$ cat config.mk
export PLATFORM = sky130hd
export DESIGN_NAME = alu_seq
export DESIGN_NICKNAME = d
export VERILOG_FILES = /design/src/rtl/alu_seq.sv
export SDC_FILE = /design/constraint.sdc
export NUM_CORES = 1
export LEC_CHECK = 0
export BUFFER_PORTS_ARGS = -buffer_cell sky130_fd_sc_hd__buf_2
export CORE_MARGIN = 1
export CORE_UTILIZATION = 45
export CTS_BUF_LIST = sky130_fd_sc_hd__clkbuf_16
export CTS_CLUSTER_DIAMETER = 40
export DETAILED_ROUTE_END_ITERATION = 6
export PLACE_DENSITY_LB_ADDON = 0.2
export RECOVER_POWER = 100
export SLEW_MARGIN = 25
export SYNTH_ARGS = -nofsm -noshare
export SYNTH_HDL_FRONTEND = slang
export SYNTH_SLANG_ARGS = --single-unit
$ cat constraint.sdc
create_clock -name clk -period 3.8 [get_ports clk]
set_input_delay 0.38 -clock clk [delete_from_list [all_inputs] [get_ports clk]]
set_output_delay 0.38 -clock clk [all_outputs]
set_load 0.05 [all_outputs]
$ cat src/rtl/alu_seq.sv
// rtl/alu_seq.sv - multi-byte operation sequencer around the 8-bit combinational ALU
//
// Purpose:
//   Accepts a wide operation on a start handshake, then drives the external
//   8-bit ALU one byte per cycle (LSB first), chaining carryout into the next
//   byte's carryin. Collects the result bytes and registers Z/N/C/V/CMP flags
//   from the final byte. Flags persist until the next operation completes.
//
// Ports:
//   clk, rst_n                 clock, asynchronous active-low reset
//   start, cins, len, cin0     operation request, control word, byte count-1, carry in
//   op_a, op_b                 wide operands (8*NBYTES)
//   alu_a, alu_b, alu_cins     byte operands and control word to the ALU
//   alu_oe, alu_carryin        ALU output enable and carry in
//   alu_out, alu_carryout,
//   alu_overout, alu_cmpo      ALU result byte and status
//   busy, done                 sequencer status, one-cycle completion pulse
//   result                     assembled result (unused upper bytes are 0)
//   flag_z/n/c/v/cmp           registered flags
//
// Optional feature macro: ALU_SEQ_BACK2BACK_EN
//   When defined, start is also accepted in DONE (busy low in DONE) so ops
//   can issue back to back.

module alu_seq #(
  parameter int NBYTES = 2
) (
  input  logic                clk,
  input  logic                rst_n,
  input  logic                start,
  input  logic [7:0]          cins,
  input  logic [1:0]          len,
  input  logic                cin0,
  input  logic [8*NBYTES-1:0] op_a,
  input  logic [8*NBYTES-1:0] op_b,
  output logic [7:0]          alu_a,
  output logic [7:0]          alu_b,
  output logic [7:0]          alu_cins,
  output logic                alu_oe,
  output logic                alu_carryin,
  input  logic [7:0]          alu_out,
  input  logic                alu_carryout,
  input  logic                alu_overout,
  input  logic                alu_cmpo,
  output logic                busy,
  output logic                done,
  output logic [8*NBYTES-1:0] result,
  output logic                flag_z,
  output logic                flag_n,
  output logic                flag_c,
  output logic                flag_v,
  output logic                flag_cmp
);

  localparam int         W        = 8 * NBYTES;
  localparam logic [1:0] LAST_MAX = 2'(NBYTES - 1);

  typedef enum logic [1:0] {
    S_IDLE = 2'd0,
    S_RUN  = 2'd1,
    S_DONE = 2'd2
  } state_t;

  state_t       r_state;
  state_t       w_state_nxt;

  logic [W-1:0] r_a;
  logic [W-1:0] r_b;
  logic [W-1:0] r_result;
  logic [7:0]   r_cins;
  logic         r_cin0;
  logic         r_carry;
  logic         r_nz;
  logic [1:0]   r_idx;
  logic [1:0]   r_last_idx;
  logic         r_flag_z;
  logic         r_flag_n;
  logic         r_flag_c;
  logic         r_flag_v;
  logic         r_flag_cmp;

  logic         w_accept;
  logic         w_run;
  logic         w_last_byte;
  logic [1:0]   w_len_clamped;
  logic [7:0]   w_a_byte;
  logic [7:0]   w_b_byte;

  assign w_run         = (r_state == S_RUN);
  assign w_last_byte   = (r_idx == r_last_idx);
  assign w_len_clamped = (len > LAST_MAX) ? LAST_MAX : len;

`ifdef ALU_SEQ_BACK2BACK_EN
  // DONE is a free slot: a new op may be accepted while done pulses.
  assign w_accept = start && ((r_state == S_IDLE) || (r_state == S_DONE));
  assign busy     = w_run;
`else
  assign w_accept = start && (r_state == S_IDLE);
  assign busy     = (r_state != S_IDLE);
`endif

  // Byte select of the latched operands at the current index.
  always_comb begin
    w_a_byte = 8'd0;
    w_b_byte = 8'd0;
    for (int i = 0; i < NBYTES; i++) begin
      if (r_idx == i[1:0]) begin
        w_a_byte = r_a[i*8 +: 8];
        w_b_byte = r_b[i*8 +: 8];
      end
    end
  end

  always_ff @(posedge clk or negedge rst_n) begin
    if (!rst_n) begin
      r_state <= S_IDLE;
    end else begin
      r_state <= w_state_nxt;
    end
  end

  always_comb begin
    w_state_nxt = r_state;
    alu_a       = 8'd0;
    alu_b       = 8'd0;
    alu_oe      = 1'b0;
    alu_carryin = 1'b0;
    done        = 1'b0;
    case (r_state)
      S_IDLE: begin
        if (w_accept) w_state_nxt = S_RUN;
      end
      S_RUN: begin
        alu_a       = w_a_byte;
        alu_b       = w_b_byte;
        alu_oe      = 1'b1;
        // Byte 0 takes the external carry; later bytes take the chained carry.
        alu_carryin = (r_idx == 2'd0) ? r_cin0 : r_carry;
        if (w_last_byte) w_state_nxt = S_DONE;
      end
      S_DONE: begin
        done        = 1'b1;
        w_state_nxt = w_accept ? S_RUN : S_IDLE;
      end
      default: begin
        w_state_nxt = S_IDLE;
      end
    endcase
  end

  always_ff @(posedge clk or negedge rst_n) begin
    if (!rst_n) begin
      r_a        <= '0;
      r_b        <= '0;
      r_result   <= '0;
      r_cins     <= 8'd0;
      r_cin0     <= 1'b0;
      r_carry    <= 1'b0;
      r_nz       <= 1'b0;
      r_idx      <= 2'd0;
      r_last_idx <= 2'd0;
      r_flag_z   <= 1'b0;
      r_flag_n   <= 1'b0;
      r_flag_c   <= 1'b0;
      r_flag_v   <= 1'b0;
      r_flag_cmp <= 1'b0;
    end else if (w_accept) begin
      r_a        <= op_a;
      r_b        <= op_b;
      r_cins     <= cins;
      r_cin0     <= cin0;
      r_last_idx <= w_len_clamped;
      r_result   <= '0;
      r_idx      <= 2'd0;
      r_nz       <= 1'b0;
      r_carry    <= 1'b0;
    end else if (w_run) begin
      for (int i = 0; i < NBYTES; i++) begin
        if (r_idx == i[1:0]) r_result[i*8 +: 8] <= alu_out;
      end
      r_carry <= alu_carryout;
      r_nz    <= r_nz | (alu_out != 8'd0);
      if (w_last_byte) begin
        // Final byte is still on alu_out, so fold it into Z here.
        r_flag_z   <= ~(r_nz | (alu_out != 8'd0));
        r_flag_n   <= alu_out[7];
        r_flag_c   <= alu_carryout;
        r_flag_v   <= alu_overout;
        r_flag_cmp <= alu_cmpo;
      end else begin
        r_idx <= r_idx + 2'd1;
      end
    end
  end

  assign alu_cins = r_cins;
  assign result   = r_result;
  assign flag_z   = r_flag_z;
  assign flag_n   = r_flag_n;
  assign flag_c   = r_flag_c;
  assign flag_v   = r_flag_v;
  assign flag_cmp = r_flag_cmp;

endmodule
==> flow_metrics.tcl <==
set metrics [dict create \
    outcome "finished, violations left" \
    violations "max-capacitance violations, max-slew violations" \
    hold_path.class "in2reg" \
    syn_area_um2 3010 \
    finalWirelength_um 6120 \
    synth_flop_cell "dfrtp_1" \
    worstSetupPathType "reg2out" \
    drc 0 \
    antenna_found_initial 0 \
    grt_pass1_wl_um 10400 \
    drt_iter0_drc 89 \
    synth_top_family_by_area "multiplexers" \
    drive_above_1_share 0.414 \
    worstPathMaxFanout 16 \
    skew_ns 0.00403 \
    cts.clk_slew.worst_paths_ns 0.05 \
    rows 29 \
    ys_ff_latch 70 \
    worstPathArrival_ns 2.80 \
    dp.cells 394 \
    tightestPinTransition_ns 1.71 \
    hold_viol_final 0 \
    synth_mux_area_frac 0.183 \
    cts.sinks 70 \
    netlist.area_leader.share 0.582 \
    yosysMostFrequentCell "dfrtp_1" \
    required_ns 3.42 \
    firstDrtPassIters 4 \
    die_w_um 83.8 \
    track_usage 0.188 \
    relSlewSlack -0.140 \
    synth-adder-area-share 0.00831 \
    hpwl_um 4090 \
    synth_top_cell_by_area "dfrtp_1" \
    seq_area_frac_synth 0.582 \
    place_congestion 0.714 \
    yosys.area_share.simple 0.0715 \
    port_buffers 105 \
    n_fill_cell 562 \
    synth.avg_cell_area_um2 13.4 \
    period_share 0.838 \
    start_util 0.471 \
    grt_max_degree 71 \
    ant_nets 0 \
    nets 387 \
    setup_viol 0 \
    antenna_cells 0 \
    grt_overflow 0 \
    synth_area_leaders "dfrtp_1, mux2_2, a22o_1" \
    pin_count 106 \
    async_reset_ff_frac 1.00 \
    synthCells 224 \
    insertion_delay_ns 0.32 \
    cp-start-kind "register" \
    synth_compound_area_frac 0.116 \
    vias_per_cell 5.11 \
    wire_per_inst_um 14.9 \
    max_cap_viol_count 1 \
    ctsResizeCount 0 \
    die_h_um 83.8 \
    synthDistinctLibCells 29 \
    core_um2 6390 \
    rsz0062_at_grt "no" \
    post-route-min-period_ns 3.18 \
    final_max_slew_viol_count 71 \
    cts_buffer_depth 2 \
    numCtsBuffers 9 \
    postCtsSetupBuffers 0 \
    synth-xor-area-share 0.00582 \
    synth_edf_count 0 \
    vias 2095 \
    dieArea_um2 7020 \
    tns_ns 0 \
    cts_hold_buffers 0 \
    syn2layout_area_growth_pct 25.8 \
    tritoncts "done" \
    syn_nets 283 \
    synth_commonest_cells "dfrtp_1, mux2_2, a22o_1" \
    fmax_mhz 314 \
    timing.hold.ws_ns 0.286 \
    h-tree-depth 3 \
    grt_pass1_vias 2237 \
    root_buffer "clkbuf_16" \
    yosysWarnings 0 \
    end_kind "primary output" \
    fin_cells 410 \
]
==> final timing paths <==
check                              from  endpoint  slack, ns  cells past startpoint
setup / recovery               r_idx[0]  alu_a[0]       0.62                      6
hold / removal             alu_carryout   r_carry       0.29                      3
setup reg to reg             r_state[0]    r_a[2]       1.40                      3
hold reg to reg                flag_cmp  flag_cmp       0.50                      1
max in group asynchronous         rst_n    r_b[9]       2.27                      1
min in group asynchronous         rst_n    flag_c       0.51                      1
==> stage by stage <==
stage               area (um2)   util  setup slack (ns)
floorplan                 3010      -              1.60
global placement          3570  0.559              1.25
detailed placement        3570  0.559              1.25
CTS                       3850  0.603             0.879
global route              3790  0.593             0.375
finish                    3790  0.593             0.617
==> per-layer routing <==
layer | track usage | wire length, um
met4 | 0.0770 | 74
met5 | 0 | 0
met3 | 0.0574 | 415
met2 | 0.296 | 2870
met1 | 0.241 | 2770
==> final cells by class <==
class	instances	area (um2)	area share
inverter	4	15.0	0.00397
timing repair buffer	107	497	0.131
multi-input combinational	136	1150	0.303
tap	77	96.3	0.0254
clock inverter	7	55.1	0.0145
clock buffer	9	225	0.0595
sequential	70	1750	0.463
==> state kept, by name, summed over array words and instances, names as in the netlist <==
register / flops
alu_cins: 8
r_idx: 2
flag_cmp: 1
r_cin0: 1
result: 16
r_nz: 1
flag_c: 1
r_a: 16
r_carry: 1
flag_n: 1
flag_v: 1
flag_z: 1
r_b: 16
r_state: 2
r_last_idx: 2
==> worst max-delay path, cell delays in order, from the launching register on <==
cell      delay (ns)
dfrtp_1         0.40
inv_1           0.10
ha_1            0.21
clkinv_1        0.26
nor3_2          0.98
a22o_1          0.26
buf_2           0.27
==> layout by cell type (no fill, tap or decap), types with 2 or more instances in the layout <==
| cell type | synthesis | routed |
|---|---|---|
| buf_2 | 6 | 71 |
| clkbuf_2 | 0 | 2 |
| mux2_2 | 48 | 48 |
| xor2_1 | 2 | 2 |
| dfrtp_1 | 70 | 70 |
| nand2_1 | 19 | 19 |
| ha_1 | 2 | 2 |
| nand2b_1 | 2 | 2 |
| clkinv_2 | 0 | 2 |
| clkbuf_16 | 0 | 9 |
| nor2b_1 | 3 | 3 |
| clkbuf_1 | 3 | 33 |
| inv_1 | 3 | 3 |
| a22o_1 | 32 | 32 |
| a21oi_1 | 9 | 9 |
| clkinv_1 | 1 | 5 |
| nor2_1 | 5 | 5 |
==> cells by family after synthesis <==
kind of cell    count (synthesis)
buf+inv                        18
xor+xnor                        2
flops                          70
mux                            49
simple gates                   38
compound gates                 45
fa+ha+maj                       2
Power is not shown: default switching activity piles up to over one toggle a cycle in this logic, so the estimate is an artifact.
